<file path="src/rtl/wrr_packet_arbiter.sv">
`default_nettype none
// ============================================================================
// Module   : wrr_packet_arbiter
// Brief    : Weighted round-robin arbiter. The grant is registered, one-hot and
//            held for a whole packet, or for one beat when PKT_MODE=0.
//            Define WRR_WEIGHTS_EN to enable per-channel weights (credit counter).
// Revision : 1.0  initial release
// ============================================================================
module wrr_packet_arbiter #(
    parameter int N        = 4,
    parameter int WW       = 4,
    parameter int PKT_MODE = 1
) (
    input  logic                 clk,
    input  logic                 rst,
    input  logic                 enable,
    input  logic [N-1:0]         req,
    input  logic [N*WW-1:0]      weights,
    input  logic                 beat_valid,
    input  logic                 beat_last,
    output logic [N-1:0]         grant,
    output logic                 grant_valid,
    output logic [$clog2(N)-1:0] grant_idx
);

    localparam int IW = $clog2(N);

    typedef enum logic [0:0] {
        S_IDLE = 1'b0,
        S_BUSY = 1'b1
    } state_t;

    state_t        r_state, w_state_nxt;
    logic [N-1:0]  r_grant, w_grant_nxt, w_onehot;
    logic          r_grant_valid;
    logic [IW-1:0] r_idx, w_idx_nxt;
    logic [IW-1:0] r_last_idx, w_last_nxt;
    logic [IW-1:0] w_base, w_win_idx;
    logic          w_win_found;
    logic          w_unit_end;
    logic          w_keep;
    logic          w_load;
    logic          w_consume;

    function automatic logic [IW-1:0] wrap_add(input logic [IW-1:0] base, input int k);
        int t;
        t = int'(base) + k;
        if (t >= N) t = t - N;
        return t[IW-1:0];
    endfunction

    // At a turn end the search starts after the channel that just finished.
    assign w_base = (r_state == S_BUSY) ? r_idx : r_last_idx;

    always_comb begin : p_winner
        w_win_found = 1'b0;
        w_win_idx   = '0;
        for (int k = 1; k <= N; k++) begin
            if (!w_win_found && req[wrap_add(w_base, k)]) begin
                w_win_found = 1'b1;
                w_win_idx   = wrap_add(w_base, k);
            end
        end
    end

    assign w_onehot   = {{(N-1){1'b0}}, 1'b1} << w_win_idx;
    assign w_unit_end = beat_valid & (beat_last | (PKT_MODE == 0));

`ifdef WRR_WEIGHTS_EN
    localparam logic [WW:0] C_CREDIT_ONE = {{WW{1'b0}}, 1'b1};

    logic [WW:0]   r_credit, w_credit_dec, w_win_credit;
    logic [WW-1:0] w_win_weight;

    assign w_win_weight = weights[int'(w_win_idx)*WW +: WW];
    assign w_win_credit = (w_win_weight == '0) ? C_CREDIT_ONE : {1'b0, w_win_weight};
    assign w_credit_dec = (r_credit == '0) ? '0 : (r_credit - C_CREDIT_ONE);
    assign w_keep       = (w_credit_dec != '0) & req[r_idx];

    always_ff @(posedge clk or posedge rst) begin : p_credit
        if (rst) begin
            r_credit <= '0;
        end else if (w_load) begin
            r_credit <= w_win_credit;
        end else if (w_consume) begin
            r_credit <= w_credit_dec;
        end
    end
`else
    // Every channel effectively has weight 1: each turn is exactly one unit.
    logic w_unused_sigs;
    assign w_unused_sigs = ^{weights, w_load, w_consume};
    assign w_keep        = 1'b0;
`endif

    always_comb begin : p_next
        w_state_nxt = r_state;
        w_grant_nxt = r_grant;
        w_idx_nxt   = r_idx;
        w_last_nxt  = r_last_idx;
        w_load      = 1'b0;
        w_consume   = 1'b0;
        case (r_state)
            S_IDLE: begin
                if (enable && w_win_found) begin
                    w_state_nxt = S_BUSY;
                    w_grant_nxt = w_onehot;
                    w_idx_nxt   = w_win_idx;
                    w_load      = 1'b1;
                end
            end
            S_BUSY: begin
                if (w_unit_end) begin
                    w_consume = 1'b1;
                    if (!w_keep) begin
                        w_last_nxt = r_idx;
                        if (enable && w_win_found) begin
                            w_grant_nxt = w_onehot;
                            w_idx_nxt   = w_win_idx;
                            w_load      = 1'b1;
                        end else begin
                            w_state_nxt = S_IDLE;
                            w_grant_nxt = '0;
                            w_idx_nxt   = '0;
                        end
                    end
                end
            end
            default: begin
                w_state_nxt = S_IDLE;
                w_grant_nxt = '0;
                w_idx_nxt   = '0;
            end
        endcase
    end

    always_ff @(posedge clk or posedge rst) begin : p_regs
        if (rst) begin
            r_state       <= S_IDLE;
            r_grant       <= '0;
            r_grant_valid <= 1'b0;
            r_idx         <= '0;
            r_last_idx    <= IW'(N - 1);
        end else begin
            r_state       <= w_state_nxt;
            r_grant       <= w_grant_nxt;
            r_grant_valid <= |w_grant_nxt;
            r_idx         <= w_idx_nxt;
            r_last_idx    <= w_last_nxt;
        end
    end

    assign grant       = r_grant;
    assign grant_valid = r_grant_valid;
    assign grant_idx   = r_idx;

endmodule
`default_nettype wire

</file>
<file path="config.mk">
export PLATFORM = sky130hd
export DESIGN_NAME = wrr_packet_arbiter
export DESIGN_NICKNAME = d
export VERILOG_FILES = /design/src/rtl/wrr_packet_arbiter.sv
export SDC_FILE = /design/constraint.sdc
export NUM_CORES = 1
export LEC_CHECK = 0
export CELL_PAD_IN_SITES_DETAIL_PLACEMENT = 1
export CELL_PAD_IN_SITES_GLOBAL_PLACEMENT = 2
export CORE_ASPECT_RATIO = 0.9
export CORE_UTILIZATION = 22
export DETAILED_ROUTE_END_ITERATION = 10
export GPL_ROUTABILITY_DRIVEN = 1
export PLACE_DENSITY_LB_ADDON = 0.1
export SKIP_LAST_GASP = 1
export SYNTH_ARGS = -nofsm -noshare
export SYNTH_HDL_FRONTEND = slang
export SYNTH_SLANG_ARGS = --single-unit
</file>
<file path="constraint.sdc">
create_clock -name clk -period 3.75 [get_ports clk]
set_input_delay 0.75 -clock clk [delete_from_list [all_inputs] [get_ports clk]]
set_output_delay 0.75 -clock clk [all_outputs]
set_load 0.1 [all_outputs]
</file>
== Yosys cells after proc, flatten, opt, wreduce, memory -nomap -nowiden ==
Index checks and enable logic that the tools add are counted.

* Eq/ne operators: 2
* Shift-type cells: 1
* Reduce and logical (&&, ||, !) cells: 10
* Multiplexer cells: 32
* $lt $le $gt $ge: 8
* Bitwise operators: 2
* $add $sub $neg: 8

{| class="wikitable"
|+ Operators with widths
! cell !! number
|-
| $mux W2 || 12
|-
| $lt A2 B3 Y1 const B || 4
|-
| $mux W4 || 3
|-
| $mux W1 || 10
|-
| $ge A3 B3 Y1 const B || 3
|-
| $bmux W1 S2 || 4
|-
| $pmux W4 S2 || 1
|-
| $sub A2 B1 Y2 const B || 4
|-
| $add A2 B2 Y3 const B || 2
|-
| $add A2 B3 Y4 const B || 1
|-
| $ge A4 B3 Y1 const B || 1
|-
| $logic_and A1 B1 Y1 || 4
|-
| $pmux W2 S2 || 1
|-
| $reduce_and A2 Y1 || 2
|-
| $reduce_or A4 Y1 || 1
|-
| $shl A1 B2 Y4 const A || 1
|-
| $add A2 B1 Y3 const B || 1
|-
| $logic_not A1 Y1 || 3
|-
| $ne A2 B1 Y1 const B || 1
|-
| $ne A2 B2 Y1 const B || 1
|-
| $pmux W1 S2 || 1
|-
| $and A1 B1 Y1 || 1
|-
| $not A1 Y1 || 1
|}

* Output and inout port bits: 7
* Input bits: 25
* Register bits after elaboration: 10

== Longest topological paths before layout ==
Gate-level depths: netlist of the first run.

* Depth after elaboration: 21
* Gate-level depth with buffers: 6
* Depth with buffers taken out: 5

== Worst setup path before layout of the first run ==
Ideal clock, no wire load.

* Path kind: register -> register
* From: reg r_idx[1], in the netlist grant_idx[1]
* To: reg r_idx[0], in the netlist grant_idx[0]
* Clock period less this slack: 2.051 ns
* Stages on the path, launching flop included: 6
* Path slack: 1.699 ns
* Data arrival time: 1.929 ns
* Data required time: 3.628 ns
* Library setup time: 0.122 ns
* Cells stage by stage: dfrtp_1 > nor3b_1 > o21a_1 > a21o_1 > or2_1 > a22o_2

* Longest elaborated chain between the ends: 20

{| class="wikitable"
|+ RTL lines
! what !! line !! source
|-
| start, declared || 36 || <nowiki>logic [IW-1:0] r_idx, w_idx_nxt;</nowiki>
|-
| start signal, assigned || 148 || <nowiki>r_idx <= w_idx_nxt;</nowiki>
|-
| $mux W2 (*) || 53 || <nowiki>assign w_base = (r_state == S_BUSY) ? r_idx : r_last_idx;</nowiki>
|-
| $add A2 B1 Y3 || 47 || <nowiki>t = int'(base) + k;</nowiki>
|-
| $ge A3 B3 Y1 / $sub A2 B1 Y2 (equally long branches) || 48 || <nowiki>if (t >= N) t = t - N;</nowiki>
|-
| $mux W2 || 48 ||
|-
| $bmux W1 S2 || 59 || <nowiki>if (!w_win_found && req[wrap_add(w_base, k)]) begin</nowiki>
|-
| $mux W1 (implied by the code) || 59 ||
|-
| $mux W1 || 59 ||
|-
| $logic_not A1 Y1 || 59 ||
|-
| [... 4 more ...] || n/a ||
|-
| $mux W1 || 59 ||
|-
| $logic_not A1 Y1 || 59 ||
|-
| $logic_and A1 B1 Y1 || 59 ||
|-
| $mux W1 || 59 ||
|-
| $logic_and A1 B1 Y1 || 105, 117 ||
|-
| $mux W2 || 117 || <nowiki>if (enable && w_win_found) begin</nowiki>
|-
| $mux W2 || 113 || <nowiki>if (w_unit_end) begin</nowiki>
|-
| $pmux W2 S2 || 103 || <nowiki>case (r_state)</nowiki>
|}

Every way passes the cells marked *; elsewhere a longest branch is shown, timed or not. The select of a mux whose other input is x is not followed.
A chain may end at the register's enable or synchronous reset.

== Worst setup path after layout of the first run ==
* From: reg r_idx[1], in the netlist grant_idx[1]
* To: out grant_idx[1]

{| class="wikitable"
|+ RTL lines
! what !! line !! source
|-
| end, declared || 23 || <nowiki>output logic [$clog2(N)-1:0] grant_idx</nowiki>
|}

No word-level cell between the ends.

==> results of run 1 <==
layer usage:
metal	wire, µm	vias to the layer above
li1	-	233
met5	0	-
met4	43	0
met3	50	5
met1	741	239
met2	600	14
power breakdown:
part,leakage [nW],internal [mW],switching (mW)
logic,0.173,0.0834,0.201
registers,0.122,0.141,0.0296
clock network,0.0210,0.0591,0.0472
total,0.316,0.284,0.278
state kept, by name, summed over array words and instances, names as in the netlist:
register / flops
r_state: 1
grant: 4
r_last_idx: 2
grant_valid: 1
grant_idx: 2
cells in the final DEF (no fill, tap or decap), drive strengths merged:
cell	n
or3b	1
nand3	2
clkdlybuf4s50	15
mux2	2
or2	1
o21ai	3
nand2	6
nor2	2
nand3b	2
o311ai	1
nor3	1
a22o	2
o41ai	2
nand2b	1
a21o	3
inv	2
dfrtp	8
a211oi	1
mux2i	2
dfstp	2
and2	1
clkbuf	4
nor3b	1
o21a	1
nor4	1
or3	1
a21oi	3
metrics by stage:
stage / instance area, µm² / hold slack (ps) / setup slack (ps) / std cells / total power, mW
2_1_floorplan: 563 / 573 / 1700 / 53 / 0.386
3_3_place_gp: 737 / 518 / 1240 / 95 / 0.458
3_5_place_dp: 737 / 519 / 1240 / 95 / 0.461
4_1_cts: 773 / 535 / 1090 / 99 / 0.567
5_1_grt: 773 / 578 / 1040 / 99 / 0.586
6_report: 773 / 527 / 1100 / 99 / 0.562
cell type report:
cell class | instances | share of cell area
clock buffers | 4 | 0.0469
flip-flops and latches | 10 | 0.327
multi-input cells | 40 | 0.377
inverters | 2 | 0.00971
well taps | 28 | 0.0453
repair buffers | 15 | 0.194
logic make-up (layout without fill, tap and decap cells):
kind of cell	count (synthesis)	in the layout	synth area share
muxes	4	4	0.0822
AOI/OAI and AO/OA	16	16	0.213
DFF	10	10	0.449
buffers and inverters	3	21	0.0333
and+or+nand+nor	20	20	0.222
how the worst max path moves through the flow:
stage | startpoint | to | slack (ps) | cells past startpoint
4_1_cts | grant_idx[0]$_DFFE_PP0P_ | grant_idx[0] | 1090 | 1
2_1_floorplan | grant_idx[1]$_DFFE_PP0P_ | grant_idx[0]$_DFFE_PP0P_ | 1700 | 5
3_5_place_dp | req[1] | grant[1]$_DFF_PP0_ | 1240 | 6
6_report | grant_idx[1]$_DFFE_PP0P_ | grant_idx[1] | 1100 | 1
3_3_place_gp | req[1] | grant[1]$_DFF_PP0_ | 1240 | 6
5_1_grt | grant_idx[1]$_DFFE_PP0P_ | grant_idx[1] | 1040 | 1
==> results.py, run 1 <==
metrics = {
    "outcome": {
        "run_status": "completed",
    },
    "logic_synthesis": {
        "synthTopCellsByCount": "dfrtp_1 (8), nand2_1 (6)",
        "ys_ff_latch": 10,
        "syn_nets": 78,
        "async_flop_share": 1.00,
        "synth.top_cell.area_share": 0.356,
        "ys_seq_area_frac": 0.449,
        "synth_area_um2": 563,
        "syn_avg_cell_area_um2": 10.6,
        "yosys_warnings": 0,
        "synth_edf_count": 0,
        "syn-instance-count": 53,
        "synthFlopType": "dfrtp_1",
        "synthTopCellsByArea": "dfrtp_1 (36%), dfstp_2 (9.3%), mux2_2 (4.0%)",
        "synth_most_common_cell": "dfrtp_1",
        "netlist.top_cell.by_area": "dfrtp_1",
        "synth.lib_cells_used.distinct": 30,
    },
    "clock_network": {
        "cts_tree": "yes",
        "postCtsSetupRepairBufs": 0,
        "numCtsBuffers": 3,
        "cts_sinks": 10,
        "clk_latency_ps": 280,
        "ctsLongestPathBuffers": 2,
        "htreeDepth": 1,
        "postCtsHoldBufs": 0,
        "cts_resized": 0,
        "clk_pin_slew_ps": 80,
        "clk_root_buffer_cell": "clkbuf_4",
    },
    "place": {
        "numPortBuffers": 15,
        "gp_congestion": 0.664,
        "hpwl_um": 1120,
    },
    "timing": {
        "fin_setup_tns_ps": 0,
        "period_needed_ps": 2650,
        "fmax_ghz": 0.377,
        "slew_headroom": 0.352,
        "fin_skew_ps": 1.02,
        "finalCritPeriodShare": 0.707,
        "maxSlewViolCount": 0,
        "setup_violations": 0,
        "hold_viol": 0,
        "grt_setup_unrepaired": "no",
        "worst_pin_slew_ps": 968,
    },
    "critical_path": {
        "max_stage_delay_ps": 1170,
        "crit_chain": "clkdlybuf4s50_1",
        "startpoint_type": "flip-flop",
        "worstPathRequired_ps": 3000,
        "cp_max_fo": 6,
        "critPathCaptureType": "primary output",
        "arrival_ps": 1900,
        "reg2reg_depth": 5,
        "worstSetupPathType": "flip-flop to primary output",
        "timing.rr.start": "r_state$_DFF_PP0_",
        "slowest_stage": "clkdlybuf4s50_1",
        "r2r_end": "grant_idx[0]$_DFFE_PP0P_",
        "cp_top_family": "buffers and inverters",
        "r2r_setup_slack_ps": 1990,
        "crit_buf_inv": 1,
    },
    "grt": {
        "busiest_layer": "met2",
        "grt_use_met1": 0.160,
        "grt_use_total": 0.117,
        "grt_first_pass_wirelength_um": 2350,
        "grt_overflow": 0,
        "grt_pass1_vias": 473,
        "antenna_found_initial": 0,
        "grt_util_met2": 0.171,
        "groute.layer.met3.usage": 0.0184,
        "grt_max_degree": 11,
    },
    "floorplanning": {
        "num_rows": 17,
        "coreArea_um2": 2450,
        "fp.dieW_um": 55.3,
        "io_pins": 32,
        "die-area_um2": 2770,
        "die_y_um": 50.0,
        "start_util": 0.230,
    },
    "routing": {
        "firstDrtPassIters": 4,
        "via_count": 491,
        "antenna_left": 0,
        "drt_iter0_markers": 8,
        "drt-vias-per-instance": 4.96,
        "wl_per_cell_um": 14.5,
        "wl_um": 1440,
        "drc": 0,
    },
    "pwr": {
        "ir_drop_uv": 370,
        "powerDensity_nw_per_um2": 727,
        "power_leakage_nw": 0.316,
    },
    "layout": {
        "ff_latch_area_um2": 253,
        "final_util": 0.316,
        "drive_above_1_share": 0.225,
        "multiInputGateArea_um2": 292,
        "n_antenna_cell": 0,
        "final_nets": 97,
        "area_growth_pct": 37.3,
        "nFillCells": 284,
    },
    "min_path": {
        "hp-class": "flip-flop to flip-flop",
        "hold_end": "grant[2]$_DFF_PP0_",
        "holdPathStages": 2,
        "hp-start": "grant[2]$_DFF_PP0_",
    },
    "job": {
        "maxCapViolations": 0,
    },
}
Note: power is estimated with default switching activity, not from simulation.
==> run 2, diff against run 1 <==
Settings changed: CORE_UTILIZATION 22 to 20.
Clock period 3.75 ns to 2.6 ns, I/O delays scaled along.
==> run 2 against run 1 <==
Non-clock buffer count rose by 1. Wire length rose by 1.1%. Via count rose by 0.41%. Combinational power rose by 42%. Critical path type is now input port to flip-flop. Largest cell class unchanged. Largest power group unchanged.
==> results.py, run 2 (synthesis gave the netlist of run 1 again) <==
metrics = {
    "timing": {
        "hold_viol": 0,
        "worst_pin_slew_ps": 405,
        "grt_setup_unrepaired": "no",
        "period_needed_ps": 1890,
        "final.setup.worst_slack_ps": 706,
        "finalCritPeriodShare": 0.728,
        "slew_headroom": 0.728,
        "maxSlewViolCount": 0,
        "fin_skew_ps": 4.07,
        "fmax_ghz": 0.528,
        "fin_setup_tns_ps": 0,
        "setup_violations": 0,
    },
    "clock_network": {
        "postCtsSetupRepairBufs": 0,
        "cts_resized": 0,
        "postCtsHoldBufs": 0,
        "htreeDepth": 1,
        "ctsLongestPathBuffers": 2,
        "cts_tree": "yes",
        "numCtsBuffers": 3,
        "clk_pin_slew_ps": 70,
        "clk_root_buffer_cell": "clkbuf_4",
        "clk_latency_ps": 260,
        "cts_sinks": 10,
    },
    "outcome": {
        "run_status": "completed",
    },
    "routing": {
        "via_count": 493,
        "drt-vias-per-instance": 4.93,
        "drt_iter0_markers": 12,
        "wl_per_cell_um": 14.5,
        "wl_um": 1450,
        "firstDrtPassIters": 4,
        "drc": 0,
        "antenna_left": 0,
    },
    "floorplanning": {
        "num_rows": 17,
        "start_util": 0.221,
        "die_y_um": 52.3,
        "die-area_um2": 3030,
        "fp.dieW_um": 57.9,
        "coreArea_um2": 2550,
        "io_pins": 32,
    },
    "layout": {
        "largest_reg_flops": 4,
        "final_nets": 98,
        "most-common-layout-cells": "dfrtp_1 (8), clkdlybuf4s50_1 (8), buf_4 (8), nand2_1 (6), clkbuf_4 (3)",
        "stdcell_count": 100,
        "n_antenna_cell": 0,
        "drive_above_1_share": 0.333,
        "area_growth_pct": 35.6,
    },
    "critical_path": {
        "critPathCaptureType": "flip-flop",
        "cp_max_fo": 5,
        "arrival_ps": 2080,
        "reg2reg_depth": 5,
        "startpoint_type": "input port",
        "worstSetupPathType": "input port to flip-flop",
        "worstPathRequired_ps": 2790,
    },
    "place": {
        "place_ws_ps": 433,
        "dp.cells": 96,
        "hpwl_um": 1130,
        "gp_congestion": 0.674,
        "numPortBuffers": 15,
    },
    "pwr": {
        "power_leakage_nw": 0.331,
        "ir_drop_uv": 377,
        "powerDensity_nw_per_um2": 1040,
    },
    "grt": {
        "antenna_found_initial": 0,
        "grt_max_degree": 11,
        "grt_use_total": 0.116,
        "grt_overflow": 0,
        "grt_pass1_vias": 461,
        "grt_first_pass_wirelength_um": 2560,
    },
    "min_path": {
        "hp-class": "input port to asynchronous set/reset pin",
    },
    "job": {
        "maxCapViolations": 0,
    },
}
## run 2: cell count changes in the layout (fill, tap and decap cells not counted), sizes merged
cell           before  now
clkdlybuf4s50      15    8
buf                 0    8
## run 2: path summary, 6_finish.rpt
kind / startpoint / end / slack (ps)
setup / recovery: req[1] / grant[1]$_DFF_PP0_ / 710
hold / removal: rst / grant_idx[1]$_DFFE_PP0P_ / 520
setup reg to reg: r_state$_DFF_PP0_ / grant[3]$_DFF_PP0_ / 810
hold reg to reg: grant[2]$_DFF_PP0_ / grant[2]$_DFF_PP0_ / 540
max in group asynchronous: rst / r_last_idx[0]$_DFFE_PP1P_ / 1770
min in group clk: grant[2]$_DFF_PP0_ / grant[2]$_DFF_PP0_ / 540
## run 2: report_power, final
group          total [mW]  switching [mW]  internal (mW)
registers           0.250          0.0455          0.204
clock network       0.139          0.0541         0.0850
logic               0.404           0.293          0.111
total               0.793           0.392          0.400
## run 2: through the flow
step | power [mW] | util | cell area (µm²) | hold WS (ps)
global placement | 0.656 | 0.285 | 727 | 518
detailed placement | 0.658 | 0.285 | 727 | 530
floorplan | 0.557 | - | 563 | 359
global route | 0.844 | 0.299 | 763 | 549
finish | 0.793 | 0.299 | 763 | 522
CTS | 0.800 | 0.299 | 763 | 541
## run 2: cell type report
cell class,count,area [µm²]
fillers,302,1790
inverters,2,7.51
repair buffers,16,140
clock buffers,4,36.3
flip-flops and latches,10,253
multi-input cells,40,292
well taps,28,35.0
## run 2: critical path, cell delays in order
cell and delay, ps:
clkdlybuf4s50_1 470, o41ai_1 380, buf_4 180, a21o_2 150, and2_4 190, nand2_1 60
a21oi_1 130
## run 2: per-layer routing
metal | track usage | vias to the layer above | part of all wire
met5 | 0 | - | 0
met4 | 0.0238 | 0 | 0
met3 | 0.0469 | 0 | 0.059
met2 | 0.142 | 15 | 0.42
met1 | 0.183 | 242 | 0.52
li1 | - | 236 | -
==> edit (flow settings as in run 2) <==
Build with the macro `WRR_WEIGHTS_EN` defined.
--- a/src/rtl/wrr_packet_arbiter.sv
+++ b/src/rtl/wrr_packet_arbiter.sv
@@ -7,4 +7,6 @@
 // Revision : 1.0  initial release
 // ============================================================================
+`define WRR_WEIGHTS_EN
+
 module wrr_packet_arbiter #(
     parameter int N        = 4,
Function: changed (Yosys sat finds a counterexample within 4 cycles, from zero or initial values and one cycle with rst high).
==> edit against run 2 <==
Routed wire length increased by 140%; power increased to 2.5 times the old value; sequential cell count increased by 5; critical path type unchanged; area after synthesis increased by 100%; die area increased by 100%; cell area increased by 130%; setup slack got worse by 0.51 ns; combinational power increased to 3.3 times the old value; synthesized cell count increased by 120%; fmax decreased by 21%; final cell count increased by 140%.
==> edit: results (changes against run 2) <==
Cells and area
  – Max reg flops: 5 (was 4)
  – Share of cells above drive strength 1: 30.5% (was 33.3%)
  – Nets@finish: 201 (was 98)
  – Number of fillers in the final layout: 638 (was 302)

Synth
  – Sequential area share after synthesis: 32.9% (was 44.9%)
  – Largest cells by area after synthesis: dfrtp_1 (28%), mux2i_1 (11%), dfstp_2 (4.6%) (was dfrtp_1 (36%), dfstp_2 (9.3%), mux2_2 (4.0%))
  – Post-synth EDFFs: 0 (unchanged)
  – Synth top cells by count: dfrtp_1 (13), mux2i_1 (13), nor2_1 (9) (was dfrtp_1 (8), nand2_1 (6))
  – Compound-gate portion of the synthesized area: 24.8% (was 21.3%)
  – Unique cell type count in the Yosys netlist: 45 (was 30)
  – Post-Syn Nets: 145 (was 78)
  – Mux contribution to synthesized area: 19.4% (was 8.22%)
  – Adder-cell share of the synthesized area: 1.09% (was 0%)

Place
  – Hpwl dp: 2.85 mm (was 1.13 mm)
  – GP Congestion: 0.732 (was 0.674)
  – Dpl ws: -0.228 ns (was 0.433 ns)
  – Placed Area: 1650 um^2 (was 727 um^2)
  – Port bufs: 31 (was 15)

GRT
  – Vias in the first global route: 1,231 (was 461)
  – Largest net degree at the start of global routing: 16 (was 11)
  – Met1 GRT Util: 17.3% (was 18.3%)
  – Grt met2 use: 21.9% (was 14.2%)
  – Total track usage: 13.4% (was 11.6%)
  – Global routing usage on met3: 1.99% (was 4.69%)
  – First-pass GRT wire length: 5.94 mm (was 2.56 mm)

Min path
  – Hold crit path type: flip-flop to flip-flop (was primary input to asynchronous set/reset pin)
  – WHS Endpoint: grant[1]$_DFF_PP0_
  – Hold depth: 2

Power
  – P_leak: 0.000783 uW (was 0.000331 uW)
  – Net Sw Frac: 49.6% (was 49.5%)
  – Peak supply drop: 0.565 mV (was 0.377 mV)

Setup path
  – R2r startpoint: r_state$_DFF_PP0_ (unchanged)
  – CP max FO: 3 (was 5)
  – FF-to-FF setup slack: 0.20 ns (was 0.81 ns)
  – CP startpoint: req[0] (was req[1])
  – CP arrival: 2.52 ns (was 2.08 ns)
  – Worst reg2reg path depth: 8 (was 5)
  – Crit path to: grant_valid$_DFF_PP0_ (was grant[1]$_DFF_PP0_)

STA
  – Layout Skew: 0.00182 ns (was 0.00407 ns)
  – Worst Max-Slew Pin Slew: 0.606 ns (was 0.405 ns)
  – Period minus WS final: 2.40 ns (was 1.89 ns)

Drt
  – Met2 wire len: 1.59 mm (was 609 um)
  – Highest routed layer: met4 (was met3)
  – M1 WL: 1.71 mm (was 756 um)
  – Metal3 WL: 131 um (was 85 um)
  – Vias: 1,143 (was 493)
  – Final wirelength: 3.50 mm (was 1.45 mm)
  – Initial drt markers: 39 (was 12)

Outcome
  – Status: complete, no violations (unchanged)

Clock network
  – CTS root buf: clkbuf_8 (was clkbuf_4)
-- edit: power groups by stage --
stage | Sequential [uW] | Combinational (uW) | Clock, uW
floorplan | 769 | 552 | 0
global placement | 443 | 1260 | 0
detailed placement | 448 | 1280 | 0
CTS | 444 | 1280 | 202
global route | 470 | 1460 | 211
finish | 453 | 1350 | 195
-- edit: worst max-delay path: stages --
cell and delay (ns):
clkdlybuf4s50_1 0.51, nor2_1 0.08, nor2_1 0.24, a221o_1 0.31, nor3_2 0.08, a22oi_1 0.15, o21ai_1 0.10, or4_1 0.52
-- edit: per-stage QoR --
step / hold WS (ns) / utilization [%] / std cells / total power, uW
finish: 0.586 / 33.0 / 241 / 2000
detailed placement: 0.581 / 30.7 / 234 / 1730
global placement: 0.567 / 30.7 / 234 / 1710
global route: 0.635 / 33.0 / 241 / 2140
floorplan: 0.420 / - / 119 / 1320
CTS: 0.591 / 31.5 / 238 / 1930
-- edit: kinds of logic (layout without fill, tap and decap cells) --
group,after synthesis,count (layout)
compound gates,37,37
simple gates,34,34
mux,20,20
buf+inv,12,67
fa+ha+maj,1,1
flops,15,15
-- edit: final cells by class --
cell class	count	area (um^2)	area share, %
clock buffers	4	45.0	2.53
repair buffers	55	488	27.4
well taps	67	83.8	4.71
multi-input cells	92	749	42.2
flip-flops and latches	15	382	21.5
inverters	8	30.0	1.69
-- edit: repair_timing --
action,CTS,global route
resized for setup,0,12
endpoints found under the setup margin,0,3
setup buffers,0,3
